**src/rtl/ttl_pkg.sv**
```systemverilog
// Shared types and defaults for the multi-channel TTL edge prescaler.
// Edge-mode encodings are the per-channel 2-bit edge_mode fields.
package ttl_pkg;

  typedef enum logic [1:0] {
    EDGE_RISE = 2'b00,
    EDGE_FALL = 2'b01,
    EDGE_BOTH = 2'b10,
    EDGE_OFF  = 2'b11
  } edge_mode_t;

  localparam int DEF_CH          = 4;
  localparam int DEF_DIV_W       = 8;
  localparam int DEF_CNT_W       = 16;
  localparam int DEF_SYNC_STAGES = 2;

endpackage

```
**src/rtl/ttl_edge_chan.sv**
```systemverilog
// One prescaler channel: synchroniser, edge qualify, divide-by-N,
// saturating pulse counter with sticky overflow.
import ttl_pkg::*;

module ttl_edge_chan #(
  parameter int DIV_W       = DEF_DIV_W,
  parameter int CNT_W       = DEF_CNT_W,
  parameter int SYNC_STAGES = DEF_SYNC_STAGES
) (
  input  logic             clk,
  input  logic             reset,
  input  logic             ip,
  input  logic             en,
  input  edge_mode_t       mode,
  input  logic [DIV_W-1:0] div,
  input  logic             clr,
  output logic             op,
  output logic [CNT_W-1:0] cnt,
  output logic             ovf
);

  logic [SYNC_STAGES-1:0] sync;
  logic                   s;
  logic                   prev;
  logic                   rise;
  logic                   fall;
  logic                   hit;
  logic                   qual;
  logic                   fire;
  logic                   cnt_max;
  logic                   cnt_near;
  logic [DIV_W-1:0]       ectr;
  logic [DIV_W-1:0]       eff_div;
  logic [DIV_W:0]         ectr_inc;

  assign s = sync[SYNC_STAGES-1];

  // prev tracks the line every cycle so enabling never fakes an edge
  always_ff @(posedge clk or negedge reset) begin
    if (!reset) begin
      sync <= '0;
      prev <= 1'b0;
    end else begin
      sync <= {sync[SYNC_STAGES-2:0], ip};
      prev <= s;
    end
  end

  assign rise = s & ~prev;
  assign fall = ~s & prev;

  always_comb begin
    hit = 1'b0;
    unique case (mode)
      EDGE_RISE: hit = rise;
      EDGE_FALL: hit = fall;
      EDGE_BOTH: hit = rise | fall;
      EDGE_OFF:  hit = 1'b0;
    endcase
  end

  assign qual     = en & hit;
  assign eff_div  = (div == '0) ? DIV_W'(1) : div;
  assign ectr_inc = {1'b0, ectr} + 1'b1;
  assign fire     = qual && (ectr_inc >= {1'b0, eff_div});

  assign cnt_max  = &cnt;
  assign cnt_near = &cnt[CNT_W-1:1] & ~cnt[0];

  // ovf is raised as the count reaches all-ones
  always_ff @(posedge clk or negedge reset) begin
    if (!reset) begin
      ectr <= '0;
      op   <= 1'b0;
      cnt  <= '0;
      ovf  <= 1'b0;
    end else if (clr) begin
      ectr <= '0;
      op   <= 1'b0;
      cnt  <= '0;
      ovf  <= 1'b0;
    end else begin
      op <= fire;
      if (qual) begin
        ectr <= fire ? '0 : ectr_inc[DIV_W-1:0];
      end
      if (fire) begin
        if (cnt_max) begin
          ovf <= 1'b1;
        end else begin
          cnt <= cnt + 1'b1;
          if (cnt_near) ovf <= 1'b1;
        end
      end
    end
  end

endmodule

```
**src/rtl/ttl_edge_prescaler.sv**
```systemverilog
// Multi-channel TTL edge prescaler and event counter.
// Channels share only div and clr.
import ttl_pkg::*;

module ttl_edge_prescaler #(
  parameter int CH          = DEF_CH,
  parameter int DIV_W       = DEF_DIV_W,
  parameter int CNT_W       = DEF_CNT_W,
  parameter int SYNC_STAGES = DEF_SYNC_STAGES
) (
  input  logic                clk,
  input  logic                reset,
  input  logic [CH-1:0]       ip,
  input  logic [CH-1:0]       en,
  input  logic [2*CH-1:0]     edge_mode,
  input  logic [DIV_W-1:0]    div,
  input  logic                clr,
  output logic [CH-1:0]       op,
  output logic [CH*CNT_W-1:0] cnt,
  output logic [CH-1:0]       ovf
);

  for (genvar i = 0; i < CH; i++) begin : g_chan
    ttl_edge_chan #(
      .DIV_W       (DIV_W),
      .CNT_W       (CNT_W),
      .SYNC_STAGES (SYNC_STAGES)
    ) u_chan (
      .clk   (clk),
      .reset (reset),
      .ip    (ip[i]),
      .en    (en[i]),
      .mode  (edge_mode_t'(edge_mode[2*i +: 2])),
      .div   (div),
      .clr   (clr),
      .op    (op[i]),
      .cnt   (cnt[i*CNT_W +: CNT_W]),
      .ovf   (ovf[i])
    );
  end

endmodule
```
**config.mk**
```make
export PLATFORM = sky130hd
export DESIGN_NAME = ttl_edge_prescaler
export DESIGN_NICKNAME = d
export VERILOG_FILES = /design/src/rtl/ttl_pkg.sv /design/src/rtl/ttl_edge_chan.sv /design/src/rtl/ttl_edge_prescaler.sv
export SDC_FILE = /design/constraint.sdc
export NUM_CORES = 1
export LEC_CHECK = 0
export BUFFER_PORTS_ARGS = -buffer_cell sky130_fd_sc_hd__buf_2
export CORE_MARGIN = 5
export CORE_UTILIZATION = 60
export CTS_BUF_LIST = sky130_fd_sc_hd__clkbuf_8
export DETAILED_ROUTE_END_ITERATION = 12
export HOLD_SLACK_MARGIN = 0.05
export PLACE_DENSITY = 0.84
export SLEW_MARGIN = 20
export SYNTH_ARGS = -nofsm -noshare
export SYNTH_HDL_FRONTEND = slang
export SYNTH_HIERARCHICAL = 1
export SYNTH_SLANG_ARGS = --single-unit
```
**constraint.sdc**
```tcl
create_clock -name clk -period 3.6 [get_ports clk]
set_input_delay 0.72 -clock clk [delete_from_list [all_inputs] [get_ports clk]]
set_output_delay 0.72 -clock clk [all_outputs]
set_load 0.01 [all_outputs]
```
==> results of run 1 <==
[worst reg2reg max path: stages (launching register included)]
cell                       delay [ns]
sky130_fd_sc_hd__dfrtp_1         0.42
sky130_fd_sc_hd__ha_1            0.25
sky130_fd_sc_hd__nand2_1         0.09
sky130_fd_sc_hd__nor2_1          0.12
sky130_fd_sc_hd__xor2_1          0.23
sky130_fd_sc_hd__ha_1            0.29
sky130_fd_sc_hd__a21oi_1         0.14
sky130_fd_sc_hd__nand2_1         0.07
sky130_fd_sc_hd__a211oi_1        0.26
sky130_fd_sc_hd__and2_1          0.60
sky130_fd_sc_hd__buf_4           0.27
sky130_fd_sc_hd__nor3_1          0.07
sky130_fd_sc_hd__o21ai_0         0.22
[cell type report]
class | instances | area, sq um
inverters | 52 | 195.2
clock buffers | 26 | 357.8
well taps | 143 | 178.9
multi-input cells | 596 | 3864
repair buffers | 115 | 620.6
flip-flops and latches | 116 | 2903
fillers | 881 | 3323
clock inverters | 6 | 25.02
[how the worst min path moves through the flow]
stage	start	to	slack, ns	cells past startpoint
2_1_floorplan	g_chan[0].u_chan/sync[0]	g_chan[0].u_chan/sync[1]	0.33	0
3_3_place_gp	g_chan[0].u_chan/sync[0]	g_chan[0].u_chan/sync[1]	0.33	0
3_5_place_dp	g_chan[3].u_chan/sync[0]	g_chan[3].u_chan/sync[1]	0.34	0
4_1_cts	ip[0]	g_chan[0].u_chan/sync[0]	0.35	1
5_1_grt	ip[0]	g_chan[0].u_chan/sync[0]	0.35	1
6_report	g_chan[3].u_chan/sync[0]	g_chan[3].u_chan/sync[1]	0.35	0
[flip-flops by register name, summed over array words and instances, names as in the netlist]
register	flops
g_chan.u_chan/op	4
g_chan.u_chan/sync	8
g_chan.u_chan/prev	4
g_chan.u_chan/ovf	4
g_chan.u_chan/cnt	64
g_chan.u_chan/ectr	32
[through the flow]
stage / total power, mW / util
global route: 2.762 / 0.7102
global placement: 1.535 / 0.6768
floorplan: 1.451 / -
CTS: 2.675 / 0.7102
finish: 2.646 / 0.7102
detailed placement: 1.546 / 0.6768
[power by group]
group          internal, mW  switching, mW
Combinational        0.0622          0.134
Clock                 0.630          0.494
Sequential             1.32         0.0105
Total                  2.01          0.639
[routing by layer]
metal | track usage | vias up | routed length (microns)
li1 | - | 3110 | -
met1 | 0.3051 | 3125 | 7226
met2 | 0.4030 | 209 | 8410
met3 | 0.05444 | 32 | 922
met4 | 0.09497 | 0 | 289
met5 | 0 | - | 0
[layout by cell type, fill, tap and decap left out, types with 18 or more instances in the layout]
cell type,instances
sky130_fd_sc_hd__dfrtp_1,116
sky130_fd_sc_hd__buf_2,97
sky130_fd_sc_hd__nor2_1,76
sky130_fd_sc_hd__a21oi_1,60
sky130_fd_sc_hd__o21ai_0,60
sky130_fd_sc_hd__inv_1,56
sky130_fd_sc_hd__nand2_1,56
sky130_fd_sc_hd__ha_1,48
sky130_fd_sc_hd__nand3_1,44
sky130_fd_sc_hd__or3_1,40
sky130_fd_sc_hd__nand4_1,36
sky130_fd_sc_hd__clkbuf_8,26
sky130_fd_sc_hd__a32o_1,24
sky130_fd_sc_hd__buf_4,18
[cells by family (layout without fill, tap and decap cells)]
family          after synthesis  in the layout  synth area share
buf+inv                      76            199           0.04182
mux                          12             12           0.01914
compound gates              168            168            0.1531
fa+ha+maj                    48             48           0.08505
simple gates                344            344            0.2601
flops                       116            116            0.4111
xor+xnor                     24             24           0.02977
==> out/qor.csv, run 1 <==
stage,metric,value,unit
clock_network,clk_root_buffer_cell,sky130_fd_sc_hd__clkbuf_8,
drt,routed_via_density,6.144,
pwr,cellPowerDensity,324.9,nW/um^2
clock_network,buffers_inserted_during_post_cts_setup_optimization,0,
synth,synthMostInstantiatedCell,sky130_fd_sc_hd__dfrtp_1,
final_layout,syn_to_final_growth,15.33,%
worst_setup_path,critical_path_cell_count,12,
synth,postSynthRegisterBits,116,
worst_setup_path,reg2reg_slack,0.49,ns
flow_run,timing.max_cap.violations,0,
final_layout,layout-drive-gt1-share,0.1833,
placement,pre_cts_ws,0.3410,ns
worst_setup_path,ff2ff_path_depth,12,
timing,slew_viol_final,0,
timing,setup_total_negative_slack,0,ns
global_routing,grt-ovfl-total,0,
floorplanning,core_area,11470,sq um
synth,synth.top_cell.area_share,0.4111,
clock_network,clkSinkCount,116,
status,outcome,finished clean,
worst_setup_path,worstPathCellList,ha_1 > nand2_1 > nor2_1 > xor2_1 > ha_1 > a21oi_1 > nand2_1 > a211oi_1 > and2_1 > buf_4 > nor3_1 > o21ai_0,
timing,hold-worst-slack,0.3533,ns
placement,placed_wire_length_estimate_after_detailed_placement,12210,microns
worst_setup_path,setup.worst_path.class,reg2reg,
synth,synthCells,788,
final_layout,post_layout_nonfiller_instances,1054,
pwr,static-leakage-power,3.823,nW
synth,ys_top_cells_by_count,"sky130_fd_sc_hd__dfrtp_1, sky130_fd_sc_hd__nor2_1, sky130_fd_sc_hd__a21oi_1, sky130_fd_sc_hd__o21ai_0, sky130_fd_sc_hd__nand2_1",
synth,syn-cell-area,7062,sq um
global_routing,grt_max_degree,77,
timing,worst_relative_slew_slack,0.3476,
floorplanning,row_count,39,
drt,route.antenna.remaining_nets,0,
pwr,vdd_drop_max,0.2392,mV
floorplanning,die_area,14040,sq um
drt,drc,0,
timing,period_minus_slack,3.109,ns
timing,actual_transition_at_the_worst_max_transition_pin,0.9785,ns
worst_setup_path,timing.critical_path.buf_inv,1,
synth,number_of_enable_type_register_cells_in_the_synthesized_netlist,0,
synth,postSynthAreaPerCell,8.962,sq um
synth,async_flop_share,1.000,
floorplanning,start_util,0.6158,
synth,synth_ff_type,sky130_fd_sc_hd__dfrtp_1,
timing,rsz0062_at_grt,no,
min_path,hp-class,reg2reg,
worst_setup_path,crit_path_start,g_chan[2].u_chan/ectr[0],
worst_setup_path,critical_path_peak_fanout,22,
worst_setup_path,cp-endpoint,g_chan[2].u_chan/cnt[1],
clock_network,clock_input_transition_at_the_sequential_cells_of_the_worst_setup_and_hold_paths,0.06,ns
final_layout,num_antenna_cells,0,
timing,layout_worst_path_cycle_share,0.8636,
worst_setup_path,critPathTopFamily,simple AND/OR/NAND/NOR gates,
placement,placed_cell_area,7761,sq um
worst_setup_path,cpMaxStageDelayCell,sky130_fd_sc_hd__and2_1,
synth,synth_seq_area_share,0.4111,
placement,io_buffers,98,
floorplanning,io_pins,99,
timing,layout_setup_ws,0.4911,ns
drt,drt_pre_antenna_iters,5,
global_routing,global_route_wire_length_before_repair,28610,microns
clock_network,ctsHoldBuffers,0,
drt,drt-total-wl,16850,microns
clock_network,number_of_h_tree_levels,4,
timing,fin_skew,0.006127,ns
synth,synth_top_cells_by_area,"sky130_fd_sc_hd__dfrtp_1, sky130_fd_sc_hd__ha_1, sky130_fd_sc_hd__a21oi_1",
clock_network,number_of_buffers_inserted_during_clock_tree_synthesis,17,
worst_setup_path,crit_path_dat,3.46,ns
clock_network,cts_max_path_buffers,2,
synth,synth_nets,863,
timing,clock.fmax,0.3217,GHz
worst_setup_path,timing.critical_path.to_type,flop,
placement,place_inst,1022,
worst_setup_path,critical_path.max_stage_delay,0.60,ns
final_layout,count_of_nets_after_finishing,973,
drt,drt_iter0_markers,424,
placement,final_replace_weighted_congestion,0.8508,
clock_network,clk_latency,0.44,ns
timing,setup_violations,0,
global_routing,grt_util_all_layers,0.2411,
global_routing,grt_pass1_vias,6388,
timing,report.final.hold_viol_count,0,
clock_network,tritoncts,yes,
synth,yosys_warnings,6,
worst_setup_path,cp_data_required_time,3.95,ns
drt,dr_total_vias,6476,
drt,wire_length_per_cell,15.99,microns
global_routing,antenna_found_initial,0,
synth,synth_cell_type_count,33,
final_layout,final_cell_area_excluding_filler_cells,8144,sq um
clock_network,cts_repair_resize_count,0,
worst_setup_path,rr_endpoint,g_chan[2].u_chan/cnt[1],
floorplanning,die-height,118.5,microns
synth,synth_largest_area_cell,sky130_fd_sc_hd__dfrtp_1,
worst_setup_path,worst_setup_sp_type,flop,
floorplanning,die_x,118.5,microns
worst_setup_path,timing.rr.start,g_chan[2].u_chan/ectr[0],
(Power assumes the default switching activity.)
==> inputs of run 2 (changes only) <==
Settings changed: ABC_AREA set to 1, CAP_MARGIN set to 20, CORE_UTILIZATION 60 to 61, PLACE_DENSITY 0.84 to 0.83.
==> run 2 against run 1 <==
  * Register-to-register slack improved by 0.65 ns
  * Hold slack worse by 0.057 ns
  * Flip-flop and latch count unchanged
  * Die area is 8.1% higher
  * Synthesized area grew 11%
  * Total power is 9.9% higher
  * First-iteration DRC count grew 42%
  * Synthesized cell count up 35%
  * Clock skew grew 0.0040 ns
  * Non-clock buffer count down 9
  * Count of clock-buffer cells in the layout decreased by 3
  * Largest power group unchanged
==> out/qor.csv, run 2 <==
stage,metric,value,unit
timing,clock.fmax,0.4065,GHz
floorplanning,start_util,0.6220,
clock_network,cts_max_path_buffers,2,
worst_setup_path,timing.critical_path.buf_inv,1,
worst_setup_path,reg2reg_slack,1.14,ns
final_layout,area.sequential,2903,sq um
synth,post_synthesis_compound_gate_area_fraction,0.03841,
drt,drt_iter0_markers,604,
drt,wire_length_per_cell,13.41,microns
final_layout,layout-drive-gt1-share,0.1505,
timing,layout_worst_path_cycle_share,0.6833,
timing,slew_viol_final,0,
drt,drc,0,
synth,post_synth_xor_area_fraction,0.05826,
synth,postSynthAreaPerCell,7.347,sq um
worst_setup_path,critical_path.max_stage_delay,0.41,ns
worst_setup_path,crit_path_dat,2.81,ns
timing,worst_relative_slew_slack,0.5388,
clock_network,clk_latency,0.45,ns
worst_setup_path,critical_path_peak_fanout,17,
global_routing,met3_usage_in_global_routing,0.05169,
clock_network,clkSinkCount,116,
worst_setup_path,crit_path_frequent_cell,sky130_fd_sc_hd__nand2_1,
drt,routed_via_density,5.379,
synth,number_of_enable_type_register_cells_in_the_synthesized_netlist,0,
global_routing,grt_most_used_layer,met2,
synth,synth.area.mux_share,0,
placement,placed_wire_length_estimate_after_detailed_placement,12620,microns
synth,post_synth_fa_ha_maj_area_fraction,0.07682,
worst_setup_path,rr_endpoint,g_chan[3].u_chan/cnt[6],
placement,pre_cts_ws,0.6777,ns
floorplanning,die_area,15180,sq um
synth,synth_top_cells_by_area,"sky130_fd_sc_hd__dfrtp_1, sky130_fd_sc_hd__nand2_1, sky130_fd_sc_hd__ha_1",
pwr,cellPowerDensity,329.9,nW/um^2
final_layout,multiInputGateArea,4319,sq um
synth,synth_nets,1139,
clock_network,number_of_h_tree_levels,4,
global_routing,grt_pass1_vias,6613,
synth,ys_top_cells_by_count,"sky130_fd_sc_hd__nand2_1, sky130_fd_sc_hd__dfrtp_1, sky130_fd_sc_hd__inv_1, sky130_fd_sc_hd__nor2_1, sky130_fd_sc_hd__nand3_1",
clock_network,tritoncts,yes,
worst_setup_path,critPathTopFamily,simple AND/OR/NAND/NOR gates,
synth,synth_largest_area_cell,sky130_fd_sc_hd__dfrtp_1,
global_routing,antenna_found_initial,0,
clock_network,cts_repair_resize_count,0,
worst_setup_path,timing.rr.start,g_chan[3].u_chan/ectr[0],
floorplanning,die-height,123.2,microns
pwr,vdd_drop_max,0.2032,mV
worst_setup_path,cp_data_required_time,3.95,ns
drt,drt-total-wl,18080,microns
global_routing,global_route_wire_length_before_repair,30460,microns
synth,synthCells,1064,
synth,async_flop_share,1.000,
final_layout,fillerInstances,1082,
final_layout,syn_to_final_growth,12.74,%
timing,report.final.hold_viol_count,0,
floorplanning,core_area,12570,sq um
timing,setup_violations,0,
final_layout,mostFrequentLayoutCells,"sky130_fd_sc_hd__nand2_1, sky130_fd_sc_hd__dfrtp_1, sky130_fd_sc_hd__inv_1",
global_routing,globalRouteMet1Util,0.3398,
floorplanning,io_pins,99,
placement,io_buffers,98,
timing,fin_skew,0.01010,ns
global_routing,grt_util_all_layers,0.2480,
final_layout,largest_register_ff_count,64,
clock_network,ctsHoldBuffers,0,
drt,route.antenna.remaining_nets,0,
synth,synth_ff_type,sky130_fd_sc_hd__dfrtp_1,
worst_setup_path,ff2ff_path_depth,15,
synth,synthMostInstantiatedCell,sky130_fd_sc_hd__nand2_1,
synth,synth.top_cell.area_share,0.3713,
clock_network,buffers_inserted_during_post_cts_setup_optimization,0,
synth,synth_seq_area_share,0.3713,
synth,synth_top_family_by_area,simple AND/OR/NAND/NOR gates,
worst_setup_path,worstPathCellList,ha_1 > nand3_1 > nor2_1 > xor2_1 > ha_1 > nand2_1 > inv_1 > nand2_1 > nand2_1 > nand2_1 > nand2_1 > nand3_4 > nand2_4 > nand2_1 > nand2_1,
floorplanning,die_x,123.2,microns
global_routing,grt-ovfl-total,0,
final_layout,count_of_nets_after_finishing,1240,
drt,dr_total_vias,7251,
min_path,hp-class,in2async,
pwr,static-leakage-power,4.997,nW
clock_network,number_of_buffers_inserted_during_clock_tree_synthesis,17,
global_routing,met2_capacity_usage_during_global_routing,0.3857,
drt,drt_pre_antenna_iters,7,
status,outcome,finished clean,
worst_setup_path,timing.critical_path.to_type,flop,
global_routing,grt_max_degree,55,
synth,synth_cell_type_count,31,
flow_run,timing.max_cap.violations,0,
final_layout,num_antenna_cells,0,
clock_network,clk_root_buffer_cell,sky130_fd_sc_hd__clkbuf_8,
timing,period_minus_slack,2.460,ns
worst_setup_path,setup.worst_path.class,reg2reg,
final_layout,regMostFlops,g_chan.u_chan/cnt,
timing,layout_setup_ws,1.140,ns
placement,final_replace_weighted_congestion,0.8966,
timing,actual_transition_at_the_worst_max_transition_pin,0.6917,ns
worst_setup_path,cpMaxStageDelayCell,sky130_fd_sc_hd__dfrtp_1,
final_layout,layout.cells.most_common,sky130_fd_sc_hd__nand2_1,
synth,postSynthRegisterBits,116,
synth,post_synth_and_or_nand_nor_area_fraction,0.3790,
synth,syn-cell-area,7817,sq um
clock_network,clock_input_transition_at_the_sequential_cells_of_the_worst_setup_and_hold_paths,0.07,ns
floorplanning,row_count,41,
timing,rsz0062_at_grt,no,
worst_setup_path,worst_setup_sp_type,flop,
synth,yosys_warnings,6,
timing,setup_total_negative_slack,0,ns
final_layout,biggestRegsByFlops,"g_chan.u_chan/cnt: 64 flops, g_chan.u_chan/ectr: 32 flops, g_chan.u_chan/sync: 8 flops",
[run 2: cell count changes in the layout (fill, tap and decap cells not counted), sizes merged, moves of 12 or more]
cell / previous run / this run
xor2: 12 / 36
a21oi: 60 / 20
mux2: 12 / 0
or3: 40 / 0
a32o: 24 / 0
inv: 56 / 123
nand2: 56 / 352
nand3: 44 / 108
nor2: 80 / 116
nor3: 16 / 28
nand2b: 12 / 0
nor2b: 12 / 0
o21ai: 60 / 8
nor4b: 12 / 0
[run 2: cell type report]
type | count | share of cell area
Tap cell | 172 | 0.02442
Clock inverter | 7 | 0.006388
Timing Repair Buffer | 106 | 0.06275
Inverter | 120 | 0.05111
Sequential cell | 116 | 0.3294
Multi-Input combinational cell | 804 | 0.4901
Clock buffer | 23 | 0.03592
[run 2: cells by family after synthesis]
family,count (synthesis)
simple gates,656
buf+inv,144
xor+xnor,52
compound gates,48
fa+ha+maj,48
flops,116
[run 2: where the power goes]
group | switching (mW) | internal (mW)
Clock | 0.507 | 0.637
Sequential | 0.0462 | 1.35
Combinational | 0.244 | 0.127
Total | 0.797 | 2.11
[run 2: worst max path at each step]
stage                              from                  endpoint  slack (ns)  depth (start not counted)
2_1_floorplan                    div[1]   g_chan[0].u_chan/cnt[6]        1.28                         16
3_3_place_gp                     div[1]  g_chan[0].u_chan/cnt[15]        0.76                         16
3_5_place_dp                     div[1]   g_chan[0].u_chan/cnt[1]        0.68                         16
4_1_cts        g_chan[3].u_chan/ectr[0]   g_chan[3].u_chan/cnt[6]        1.13                         15
5_1_grt        g_chan[3].u_chan/ectr[0]   g_chan[3].u_chan/cnt[1]        0.84                         15
6_report       g_chan[3].u_chan/ectr[0]   g_chan[3].u_chan/cnt[6]        1.14                         15
[run 2: through the flow]
step                hold slack [ns]  area (sq um)  power, mW    util  std cells
floorplan                    0.3312          7818      1.652       -       1064
global placement             0.3332          8441      1.772  0.6716       1318
detailed placement           0.3402          8441      1.787  0.6716       1318
CTS                          0.3185          8813      2.934  0.7012       1348
global route                 0.3506          8813      3.059  0.7012       1348
finish                       0.2958          8813      2.908  0.7012       1348
[run 2: metal layers]
layer  routed length [microns]  vias to the layer above
met4                       318                        0
met5                         0                        -
met1                      8213                     3341
met2                      8452                      244
li1                          -                     3634
met3                      1099                       32
==> inputs of run 3 (changes only) <==
Clock period 3.6 ns to 2.5 ns, I/O delays scaled along.
==> run 3 against run 2 <==
  * Global-route usage rose by 0.15 points
  * Setup slack got worse by 0.99 ns
  * Hold slack got worse by 0.13 ns
  * Clock power rose by 68%
  * Critical endpoint is now g_chan[2].u_chan/cnt[9]
==> out/qor.csv, run 3 (same netlist as run 2, synthesis figures left out) <==
stage,metric,value,unit
drt,drt_iter0_markers,505,
worst_setup_path,critical_path_peak_fanout,9,
timing,actual_transition_at_the_worst_max_transition_pin,0.4353,ns
worst_setup_path,cpMaxStageDelayCell,sky130_fd_sc_hd__dfrtp_1,
drt,routed_via_density,5.314,
clock_network,number_of_h_tree_levels,4,
global_routing,global_route_wire_length_before_repair,30700,microns
drt,wire_length_per_cell,13.21,microns
floorplanning,die_x,123.2,microns
timing,hold-worst-slack,0.1632,ns
timing,layout_worst_path_cycle_share,0.9419,
min_path,worst_hold_startpoint,ip[2],
final_layout,count_of_nets_after_finishing,1258,
timing,layout_setup_ws,0.1452,ns
worst_setup_path,ff2ff_path_depth,16,
floorplanning,die-height,123.2,microns
floorplanning,row_count,41,
floorplanning,start_util,0.6220,
worst_setup_path,crit_path_frequent_cell,sky130_fd_sc_hd__nand2_1,
final_layout,layout-drive-gt1-share,0.1747,
clock_network,clk_latency,0.45,ns
floorplanning,die_area,15180,sq um
status,outcome,finished clean,
floorplanning,core_area,12570,sq um
worst_setup_path,critical_path_cell_count,16,
placement,placed_cell_area,8541,sq um
final_layout,biggestRegsByFlops,"g_chan.u_chan/cnt: 64 flops, g_chan.u_chan/ectr: 32 flops, g_chan.u_chan/sync: 8 flops",
timing,setup_violations,0,
min_path,timing.hold.worst_path_depth,1,
clock_network,clkSinkCount,116,
pwr,post-layout-total-power,4.465,mW
final_layout,fillerInstances,1071,
timing,clock.fmax,0.4247,GHz
placement,pre_cts_ws,0.01114,ns
flow_run,timing.max_cap.violations,0,
clock_network,clock_input_transition_at_the_sequential_cells_of_the_worst_setup_and_hold_paths,0.07,ns
final_layout,final_cell_area_excluding_filler_cells,9089,sq um
pwr,static-leakage-power,5.134,nW
final_layout,regMostFlops,g_chan.u_chan/cnt,
final_layout,largest_register_ff_count,64,
timing,report.final.hold_viol_count,0,
timing,slew_viol_final,0,
timing,worst_relative_slew_slack,0.7098,
worst_setup_path,cp_data_required_time,2.83,ns
placement,io_buffers,98,
worst_setup_path,crit_path_start,g_chan[2].u_chan/ectr[0],
drt,route.antenna.remaining_nets,0,
worst_setup_path,setup.worst_path.class,reg2reg,
placement,final_replace_weighted_congestion,0.8908,
clock_network,number_of_buffers_inserted_during_clock_tree_synthesis,17,
final_layout,layout.cells.most_common,sky130_fd_sc_hd__nand2_1,
global_routing,grt-ovfl-total,0,
pwr,vdd_drop_max,0.4645,mV
drt,drt-total-wl,18080,microns
worst_setup_path,worstPathCellList,ha_2 > nand3_2 > xnor2_2 > ha_1 > nand2_1 > inv_1 > nand3_1 > nand3_1 > nand2_1 > nand2_1 > nand2_1 > nand2_1 > nand3_4 > buf_4 > nand3_1 > nand2_1,
timing,fin_skew,0.01143,ns
clock_network,tritoncts,yes,
placement,placed_wire_length_estimate_after_detailed_placement,12860,microns
clock_network,cts_max_path_buffers,2,
worst_setup_path,timing.rr.start,g_chan[2].u_chan/ectr[0],
pwr,cellPowerDensity,491.3,nW/um^2
global_routing,grt_max_degree,51,
timing,period_minus_slack,2.355,ns
drt,drt_pre_antenna_iters,6,
global_routing,grt_pass1_vias,6648,
floorplanning,io_pins,99,
final_layout,num_antenna_cells,0,
drt,drc,0,
worst_setup_path,worst_setup_sp_type,flop,
final_layout,post_layout_nonfiller_instances,1368,
worst_setup_path,timing.critical_path.buf_inv,2,
min_path,hp-class,in2reg,
worst_setup_path,critical_path.max_stage_delay,0.39,ns
worst_setup_path,crit_path_dat,2.68,ns
placement,place_inst,1328,
global_routing,antenna_found_initial,0,
final_layout,mostFrequentLayoutCells,"sky130_fd_sc_hd__nand2_1, sky130_fd_sc_hd__dfrtp_1, sky130_fd_sc_hd__inv_1",
drt,dr_total_vias,7269,
global_routing,grt_util_all_layers,0.2496,
worst_setup_path,timing.critical_path.to_type,flop,
clock_network,clk_root_buffer_cell,sky130_fd_sc_hd__clkbuf_8,
worst_setup_path,critPathTopFamily,simple AND/OR/NAND/NOR gates,
final_layout,syn_to_final_growth,16.26,%
## run 3: cell count changes in the layout (fill, tap and decap cells not counted), moves of 3 or more
| cell | previous run | this run |
|---|---|---|
| sky130_fd_sc_hd__xnor2_1 | 16 | 13 |
| sky130_fd_sc_hd__buf_4 | 9 | 24 |
| sky130_fd_sc_hd__xnor2_2 | 0 | 3 |
| sky130_fd_sc_hd__bufinv_16 | 1 | 4 |
| sky130_fd_sc_hd__nor2_2 | 4 | 8 |
| sky130_fd_sc_hd__nor2_1 | 108 | 104 |
| sky130_fd_sc_hd__clkbuf_8 | 23 | 20 |
## run 3: report_power, final
part           internal, mW  switching [mW]
Clock                  1.15           0.758
Combinational         0.197           0.355
Sequential             1.94          0.0656
Total                  3.29            1.18
## run 3: final cells by class
class | instances | area, sq um | area share
Tap cell | 172 | 215.2 | 0.02368
Multi-Input combinational cell | 804 | 4369 | 0.4807
Sequential cell | 116 | 2903 | 0.3194
Clock buffer | 20 | 275.3 | 0.03029
Timing Repair Buffer | 124 | 715.7 | 0.07874
Clock inverter | 12 | 160.2 | 0.01762
Inverter | 120 | 450.4 | 0.04956
## run 3: worst paths after layout
path                                             to  slack, ns
max                         g_chan[2].u_chan/cnt[9]       0.15
min                        g_chan[2].u_chan/sync[0]       0.16
max reg2reg                 g_chan[2].u_chan/cnt[9]       0.15
min reg2reg                g_chan[2].u_chan/sync[1]       0.35
max in group asynchronous   g_chan[0].u_chan/cnt[2]       1.37
min in group asynchronous   g_chan[3].u_chan/cnt[7]       0.51
## run 3: per-stage QoR
step | utilization | TNS, ns
2_1_floorplan | - | 0
3_3_place_gp | 0.6795 | 0
3_5_place_dp | 0.6795 | 0
4_1_cts | 0.7150 | 0
5_1_grt | 0.7231 | -0.001668
6_report | 0.7231 | 0
## run 3: what timing repair did
action | in CTS | in global routing
endpoints found under the setup margin | 0 | 50
gates resized for setup | 0 | 12
setup buffers | 0 | 7
hold endpoints to repair | 22 | 0
hold buffers | 1 | 0
## run 3: metal layers
| layer | GRT usage | share of wire | vias up |
|---|---|---|---|
| met2 | 0.4016 | 0.48 | 206 |
| met4 | 0.07958 | 0.011 | 0 |
| met1 | 0.3444 | 0.46 | 3373 |
| li1 | - | - | 3678 |
| met3 | 0.04346 | 0.053 | 12 |
| met5 | 0 | 0 | - |
